### src/rtl/mips_pkg.sv
// Shared definitions for the MEM stage: write-back control bit positions,
// access FSM encoding and the legal range of the memory access latency.
package mips_pkg;

    localparam int WB_REGWRITE = 1;
    localparam int WB_MEMTOREG = 0;

    localparam int MEM_LAT_MIN = 1;
    localparam int MEM_LAT_MAX = 15;
    localparam int LAT_CNT_W   = 4;

    typedef enum logic {
        IDLE = 1'b0,
        BUSY = 1'b1
    } mem_state_t;

endpackage

### src/rtl/data_mem.sv
// Word-addressed data memory: combinational read, synchronous write.
// Deliberately unreset so contents survive a pipeline reset.
module data_mem #(
    parameter int DATA_W = 32,
    parameter int ADDR_W = 6
) (
    input  logic              clk,
    input  logic              we,
    input  logic [ADDR_W-1:0] addr,
    input  logic [DATA_W-1:0] wdata,
    output logic [DATA_W-1:0] rdata
);

    logic [DATA_W-1:0] mem [2**ADDR_W];

    always_ff @(posedge clk) begin
        if (we) mem[addr] <= wdata;
    end

    assign rdata = mem[addr];

endmodule

### src/rtl/mem_stage.sv
// MEM pipeline stage: branch resolution, multi-cycle data memory access with
// upstream stall, and the MEM/WB pipeline register.
module mem_stage
    import mips_pkg::*;
#(
    parameter int DATA_W  = 32,
    parameter int ADDR_W  = 6,
    parameter int MEM_LAT = 2
) (
    input  logic              clk,
    input  logic              rst_n,
    input  logic [DATA_W-1:0] alu_res,
    input  logic [DATA_W-1:0] write_data,
    input  logic [6:0]        branch_addr,
    input  logic [4:0]        rd,
    input  logic [1:0]        wb,
    input  logic              mem_read,
    input  logic              mem_write,
    input  logic              branch,
    input  logic              bne,
    input  logic              zf,
    output logic              pc_src,
    output logic [6:0]        branch_target,
    output logic              stall,
    output logic [DATA_W-1:0] read_data_o,
    output logic [DATA_W-1:0] alu_res_o,
    output logic [4:0]        rd_o,
    output logic [1:0]        wb_o
);

    mem_state_t           state, state_n;
    logic [LAT_CNT_W-1:0] cnt, cnt_n;
    logic                 done;
    logic                 mem_op;
    logic [ADDR_W-1:0]    index;
    logic [DATA_W-1:0]    rdata;
    logic                 unused_addr;

    assign pc_src        = (branch & zf) | (bne & ~zf);
    assign branch_target = branch_addr;

    assign mem_op      = mem_read | mem_write;
    assign index       = alu_res[ADDR_W+1:2];
    assign unused_addr = ^{alu_res[DATA_W-1:ADDR_W+2], alu_res[1:0]};

    always_ff @(posedge clk or negedge rst_n) begin
        if (!rst_n) begin
            state <= IDLE;
            cnt   <= '0;
        end else begin
            state <= state_n;
            cnt   <= cnt_n;
        end
    end

    // done marks the completion cycle; gated by rst_n so a reset in the middle
    // of an access drops stall at once and discards the pending store.
    always_comb begin
        state_n = state;
        cnt_n   = cnt;
        stall   = 1'b0;
        done    = 1'b0;
        if (rst_n) begin
            case (state)
                IDLE: begin
                    if (mem_op) begin
                        if (MEM_LAT > 1) begin
                            stall   = 1'b1;
                            cnt_n   = LAT_CNT_W'(MEM_LAT - 1);
                            state_n = BUSY;
                        end else begin
                            done = 1'b1;
                        end
                    end
                end
                BUSY: begin
                    if (cnt > LAT_CNT_W'(1)) begin
                        stall = 1'b1;
                        cnt_n = cnt - LAT_CNT_W'(1);
                    end else begin
                        done    = 1'b1;
                        cnt_n   = '0;
                        state_n = IDLE;
                    end
                end
                default: state_n = IDLE;
            endcase
        end
    end

    data_mem #(
        .DATA_W (DATA_W),
        .ADDR_W (ADDR_W)
    ) u_mem (
        .clk   (clk),
        .we    (done & mem_write),
        .addr  (index),
        .wdata (write_data),
        .rdata (rdata)
    );

    // Stall cycles push a bubble; a store (even with mem_read set) returns no data.
    always_ff @(posedge clk or negedge rst_n) begin
        if (!rst_n) begin
            read_data_o <= '0;
            alu_res_o   <= '0;
            rd_o        <= '0;
            wb_o        <= '0;
        end else if (stall) begin
            read_data_o <= '0;
            alu_res_o   <= '0;
            rd_o        <= '0;
            wb_o        <= '0;
        end else begin
            read_data_o <= (done && mem_read && !mem_write) ? rdata : '0;
            alu_res_o   <= alu_res;
            rd_o        <= rd;
            wb_o        <= wb;
        end
    end

endmodule

### config.mk
export PLATFORM = sky130hd
export DESIGN_NAME = mem_stage
export DESIGN_NICKNAME = d
export VERILOG_FILES = /design/src/rtl/mips_pkg.sv /design/src/rtl/data_mem.sv /design/src/rtl/mem_stage.sv
export SDC_FILE = /design/constraint.sdc
export NUM_CORES = 2
export LEC_CHECK = 0
export ABC_AREA = 1
export BUFFER_PORTS_ARGS = -buffer_cell sky130_fd_sc_hd__buf_2
export CAP_MARGIN = 30
export CORE_MARGIN = 3
export CORE_UTILIZATION = 54
export CTS_CLUSTER_SIZE = 8
export DETAILED_ROUTE_END_ITERATION = 12
export PLACE_DENSITY = 0.7
export SLEW_MARGIN = 30
export SYNTH_ARGS = -nofsm -noshare
export SYNTH_HDL_FRONTEND = slang
export SYNTH_SLANG_ARGS = --single-unit
### constraint.sdc
create_clock -name clk -period 4.7 [get_ports clk]
set_input_delay 1.175 -clock clk [delete_from_list [all_inputs] [get_ports clk]]
set_output_delay 1.175 -clock clk [all_outputs]
set_load 0.03 [all_outputs]
### Word-level counts from Yosys, hierarchy flattened

Memory sizes are Yosys's and may differ from the RTL's.
Cells that the tools add are included.

* $add $sub $neg: 1
* magnitude comparators: 1
* equal/unequal tests: 1
* muxes and demuxes: 17
* bitwise logic cells: 7
* reduce and logical (&&, ||, !) cells: 4

Operator list (number)
* $mux W32: 3
* $mux W4: 2
* $pmux W4 S2: 1
* $mux W1: 7
* $mux W5: 1
* $gt A4 B1 Y1 const B: 1
* $pmux W1 S2: 2
* $sub A4 B1 Y4 const B: 1
* $and A1 B1 Y1: 3
* $logic_and A1 B1 Y1: 2
* $mux W2: 1
* $ne A2 B2 Y1 const B: 1
* $not A1 Y1: 2
* $or A1 B1 Y1: 2
* $reduce_and A2 Y1: 1
* $logic_not A1 Y1: 1

* register bits after elaboration: 76
* RAM bits: 2048
* bits of input ports: 85
* memories kept: 1

Memory list
* u_mem.mem: depth 64, width 32, read ports 1, clocked after Yosys merged registers in 0, wr ports 1, RTL line data_mem.sv:14 `logic [DATA_W-1:0] mem [2**ADDR_W];`

### Logic depth before layout (Yosys ltp)

* depth in word-level cells: 8
* mapped depth: 15
* depth with buffers taken out: 12

### Cells and area by module

Synthesis repeated with hierarchy kept, for this count alone.

* cell total of the unflattened synthesis: 8684
* area, all modules: 88720.1 µm²

By module, submodules not included
* data_mem: instances 1, cells each 8408, area an instance 85862.3 µm²
* mem_stage: instances 1, cells each 276, area an instance 2857.7 µm²

### Worst setup path after synthesis

No wires, ideal clock.

* path kind: input-to-reg
* start: input alu_res[3]
* end: memory u_mem.mem[14][0], enable pin
* library setup time: 421 ps
* data arrival time: 3547 ps
* required time: 4279 ps
* path slack: 732 ps
* stages on the path: 7
* path buffers: 3
* path through: buf_2 > nand2_1 > inv_1 > buf_2 > clkbuf_1 > nand3_1 > nor2_1

RTL lines
* start, declared: RTL line mem_stage.sv:12 `input logic [DATA_W-1:0] alu_res,`
* end, declared: RTL line data_mem.sv:14

No word-level cell before the write port.

### Final worst setup path

* start: register cnt[0]
* end: output stall

* word-level cells in the longest chain between the ends: 4

Ends and longest elaborated chain
* start, declared: RTL line mem_stage.sv:32 `logic [LAT_CNT_W-1:0] cnt, cnt_n;`
* start signal, assigned: RTL line mem_stage.sv:52 `cnt <= cnt_n;`
* $gt A4 B1 Y1: RTL line mem_stage.sv:77 `if (cnt > LAT_CNT_W'(1)) begin`
* $mux W1: RTL line mem_stage.sv:77
* $pmux W1 S2: RTL line mem_stage.sv:64 `case (state)`
* $mux W1: RTL line mem_stage.sv:63 `if (rst_n) begin`
* end, declared: RTL line mem_stage.sv:24 `output logic stall,`

Every way passes these cells.

==> run_results.csv <==
group,metric,value,unit
clock_network,postCtsSetupRepairBufs,0,
synth,synth_cell_types,28,
clock_network,cts.clk_slew.worst_paths,0.05,ns
global_routing,grt_pass1_vias,54770,
detailed_routing,via_count,57793,
clock_network,cts_root_buf,"clkbuf_16",
worst_setup_path,crit_family,"simple AND/OR/NAND/NOR gates",
clock_network,worstSkewPairLatency,0.89,ns
finish,post-route-util,0.633,
finish,seq_area,63400,um2
worst_setup_path,end_kind,"primary output",
clock_network,cts_tree,"done",
worst_setup_path,critPathLaunchType,"flip-flop",
power_and_ir_drop,pwr_density_cell,443,nW/um2
floorplanning,ios,165,
sta,finalSetupTns,0,ns
sta,period_share,0.735,
worst_setup_path,cp_slowest_cell,"dfrtp_1",
sta,finalMaxSlewViolations,0,
finish,drive_gt1_frac,0.104,
run,drv_cap,0,
synth,synthCells,7312,
synth,syn_avg_cell_area,11.6,um2
global_routing,grt_pass1_wl,357000,um
status,outcome,"finished clean",
global_routing,antenna_found_initial,20,
detailed_routing,drtIter0Drc,8460,
worst_setup_path,worst-path-stages,6,
worst_setup_path,crit_end,"stall",
floorplanning,rows,144,
synth,ys_warn_count,0,
worst_setup_path,setup.worst_path.start,"cnt[0]",
global_routing,grt.overflow.total,0,
sta,period_minus_slack,3.46,ns
sta,rsz0062_at_grt,"false",
detailed_routing,drc,0,
clock_network,post_cts_resized,0,
worst_setup_path,critPathBufInv,2,
worst_setup_path,cp_max_fo,4,
worst_setup_path,r2r_start,"cnt[0]",
detailed_routing,wl_per_cell,25.2,um
sta,worstMarginPinSlew,1.10,ns
place,dpl.hpwl,137000,um
sta,whs,0.199,ns
worst_setup_path,regToRegSetupSlack,1.26,ns
clock_network,clock-sinks,2124,
synth,ys_ff_latch,2124,
worst_setup_path,critical_path.max_stage_delay,0.38,ns
worst_setup_path,cp.arrival,2.28,ns
finish,multi_input_area,19200,um2
floorplanning,design.core.area,155000,um2
power_and_ir_drop,vdd_drop_max,0.392,mV
floorplanning,die_h,403,um
finish,n_fill_cell,11443,
finish,nNetsFinal,7691,
clock_network,cts_hold_buf,0,
global_routing,grt_max_degree,171,
place,place_area,89700,um2
power_and_ir_drop,power_leakage,36.8,nW
sta,finalHoldViolCount,0,
detailed_routing,wirelength,246000,um
finish,stdcell_area,98300,um2
sta,fin_worst_skew,0.0431,ns
floorplanning,die_x,403,um
global_routing,grt_use_total,0.299,
place,gp_congestion,0.852,
sta,setup_viol,0,
worst_setup_path,crit_required,3.52,ns
synth,syn-cell-area,85000,um2
worst_setup_path,reg2regPathDepth,10,
worst_setup_path,r2r_end,"u_mem.mem[55][29]",
clock_network,clk_path_buf_depth,4,
detailed_routing,first_pass_iters,8,
place,io_buffer_count,150,
synth,ys_seq_area_frac,0.746,
floorplanning,dieArea,162000,um2
finish,area_growth,15.7,%
clock_network,cts_made_buffers,315,
synth,synth_fp_nets,7399,
sta,fmax,0.289,GHz
floorplanning,start_util,0.547,
clock_network,cts_max_level,5,
detailed_routing,drtAntennaViolNets,0,
power_and_ir_drop,finalPower,43.6,mW
worst_setup_path,worstSetupPathType,"flip-flop to primary output",
detailed_routing,vias_per_cell,5.92,
worst_setup_path,cp_cell_sequence,"inv_1 -> ha_1 -> o21ai_1 -> nor2_1 -> nor2_4 -> buf_2",
hold_path,hp-class,"primary input to async pin",
sta,max_slew_margin,0.265,
## cell usage in the layout, fill, tap and decap left out, types with 9 or more instances in the layout
master	netlist	final
nand2_1	2299	2299
edfxtp_1	2048	2048
nor2_1	1032	965
nand3_1	555	555
o21ai_0	422	422
clkbuf_16	0	324
inv_1	244	242
buf_4	30	156
buf_2	236	140
clkbuf_1	126	101
nand4_1	99	99
buf_12	0	83
a21oi_1	82	82
dfrtp_1	76	76
nor2_4	0	68
diode_2	0	10
inv_2	11	9
## kinds of logic after synthesis
group	after synthesis	share of synthesized area
buf+inv	666	0.0344
simple gates	3996	0.188
xor+xnor	2	0.000206
flops	2124	0.746
compound gates	521	0.0309
mux	1	0.000132
fa+ha+maj	2	0.000294
## worst min-delay path by stage
stage	from	to	slack (ns)	depth (start not counted)
5_1_grt	rst_n	alu_res_o[2]	0.19	1
3_3_place_gp	cnt[3]	cnt[3]	0.52	2
2_1_floorplan	cnt[3]	cnt[3]	0.49	2
4_1_cts	rst_n	alu_res_o[2]	0.16	1
6_report	rst_n	alu_res_o[2]	0.20	1
3_5_place_dp	cnt[3]	cnt[3]	0.54	2
## cell usage after synthesis
cell	instances	area share
buf_1	16	0.00071
buf_4	30	0.0026
o21ai_0	422	0.025
nor3_1	3	0.00018
nor2_1	1032	0.046
nand2_1	2299	0.10
o21ai_1	7	0.00041
buf_2	236	0.014
nand4_1	99	0.0073
o31ai_1	1	0.000088
clkbuf_2	1	0.000059
nor3_4	2	0.00038
buf_6	2	0.00026
xor2_1	2	0.00021
nand3_1	555	0.033
ha_1	2	0.00029
dfrtp_1	76	0.022
inv_2	11	0.00049
nor3_2	3	0.00035
edfxtp_1	2048	0.72
mux2_2	1	0.00013
inv_1	244	0.011
a21oi_1	82	0.0048
o21bai_1	3	0.00026
o22ai_1	2	0.00015
a31oi_1	4	0.00029
nor2_2	3	0.00022
clkbuf_1	126	0.0056
## report_power, final
part | switching, mW | total (mW) | internal (mW)
clock network | 7.46 | 19.8 | 12.3
registers | 0.0813 | 21.1 | 21.0
logic | 2.11 | 2.75 | 0.642
## routing by layer
| layer | global-route usage | part of all wire | up-vias |
|---|---|---|---|
| li1 | - | - | 25482 |
| met1 | 0.408 | 0.38 | 27934 |
| met2 | 0.457 | 0.45 | 3675 |
| met3 | 0.0638 | 0.11 | 690 |
| met4 | 0.152 | 0.054 | 12 |
| met5 | 0 | 0.00030 | - |
## cell type report
class | instances | area share
Clock inverter | 3 | 0.000305
Tap cell | 2044 | 0.0260
Inverter | 255 | 0.00994
Clock buffer | 425 | 0.0863
Antenna cell | 10 | 0.000254
Multi-Input combinational cell | 4522 | 0.195
Sequential cell | 2124 | 0.645
Timing Repair Buffer | 386 | 0.0372
## per-stage QoR
stage / setup WS (ns) / cells
2_1_floorplan: 0.732 / 7312
3_3_place_gp: 0.661 / 9327
3_5_place_dp: 0.622 / 9327
4_1_cts: 1.20 / 9755
5_1_grt: 1.12 / 9759
6_report: 1.24 / 9769
## flip-flops by register name, indices dropped and copies added, names as in the netlist
| name | flops |
|---|---|
| state | 1 |
| wb_o | 2 |
| cnt | 4 |
| rd_o | 5 |
| u_mem.mem | 2048 |
| alu_res_o | 32 |
| read_data_o | 32 |
No activity file was read; power rests on OpenSTA's default activity.
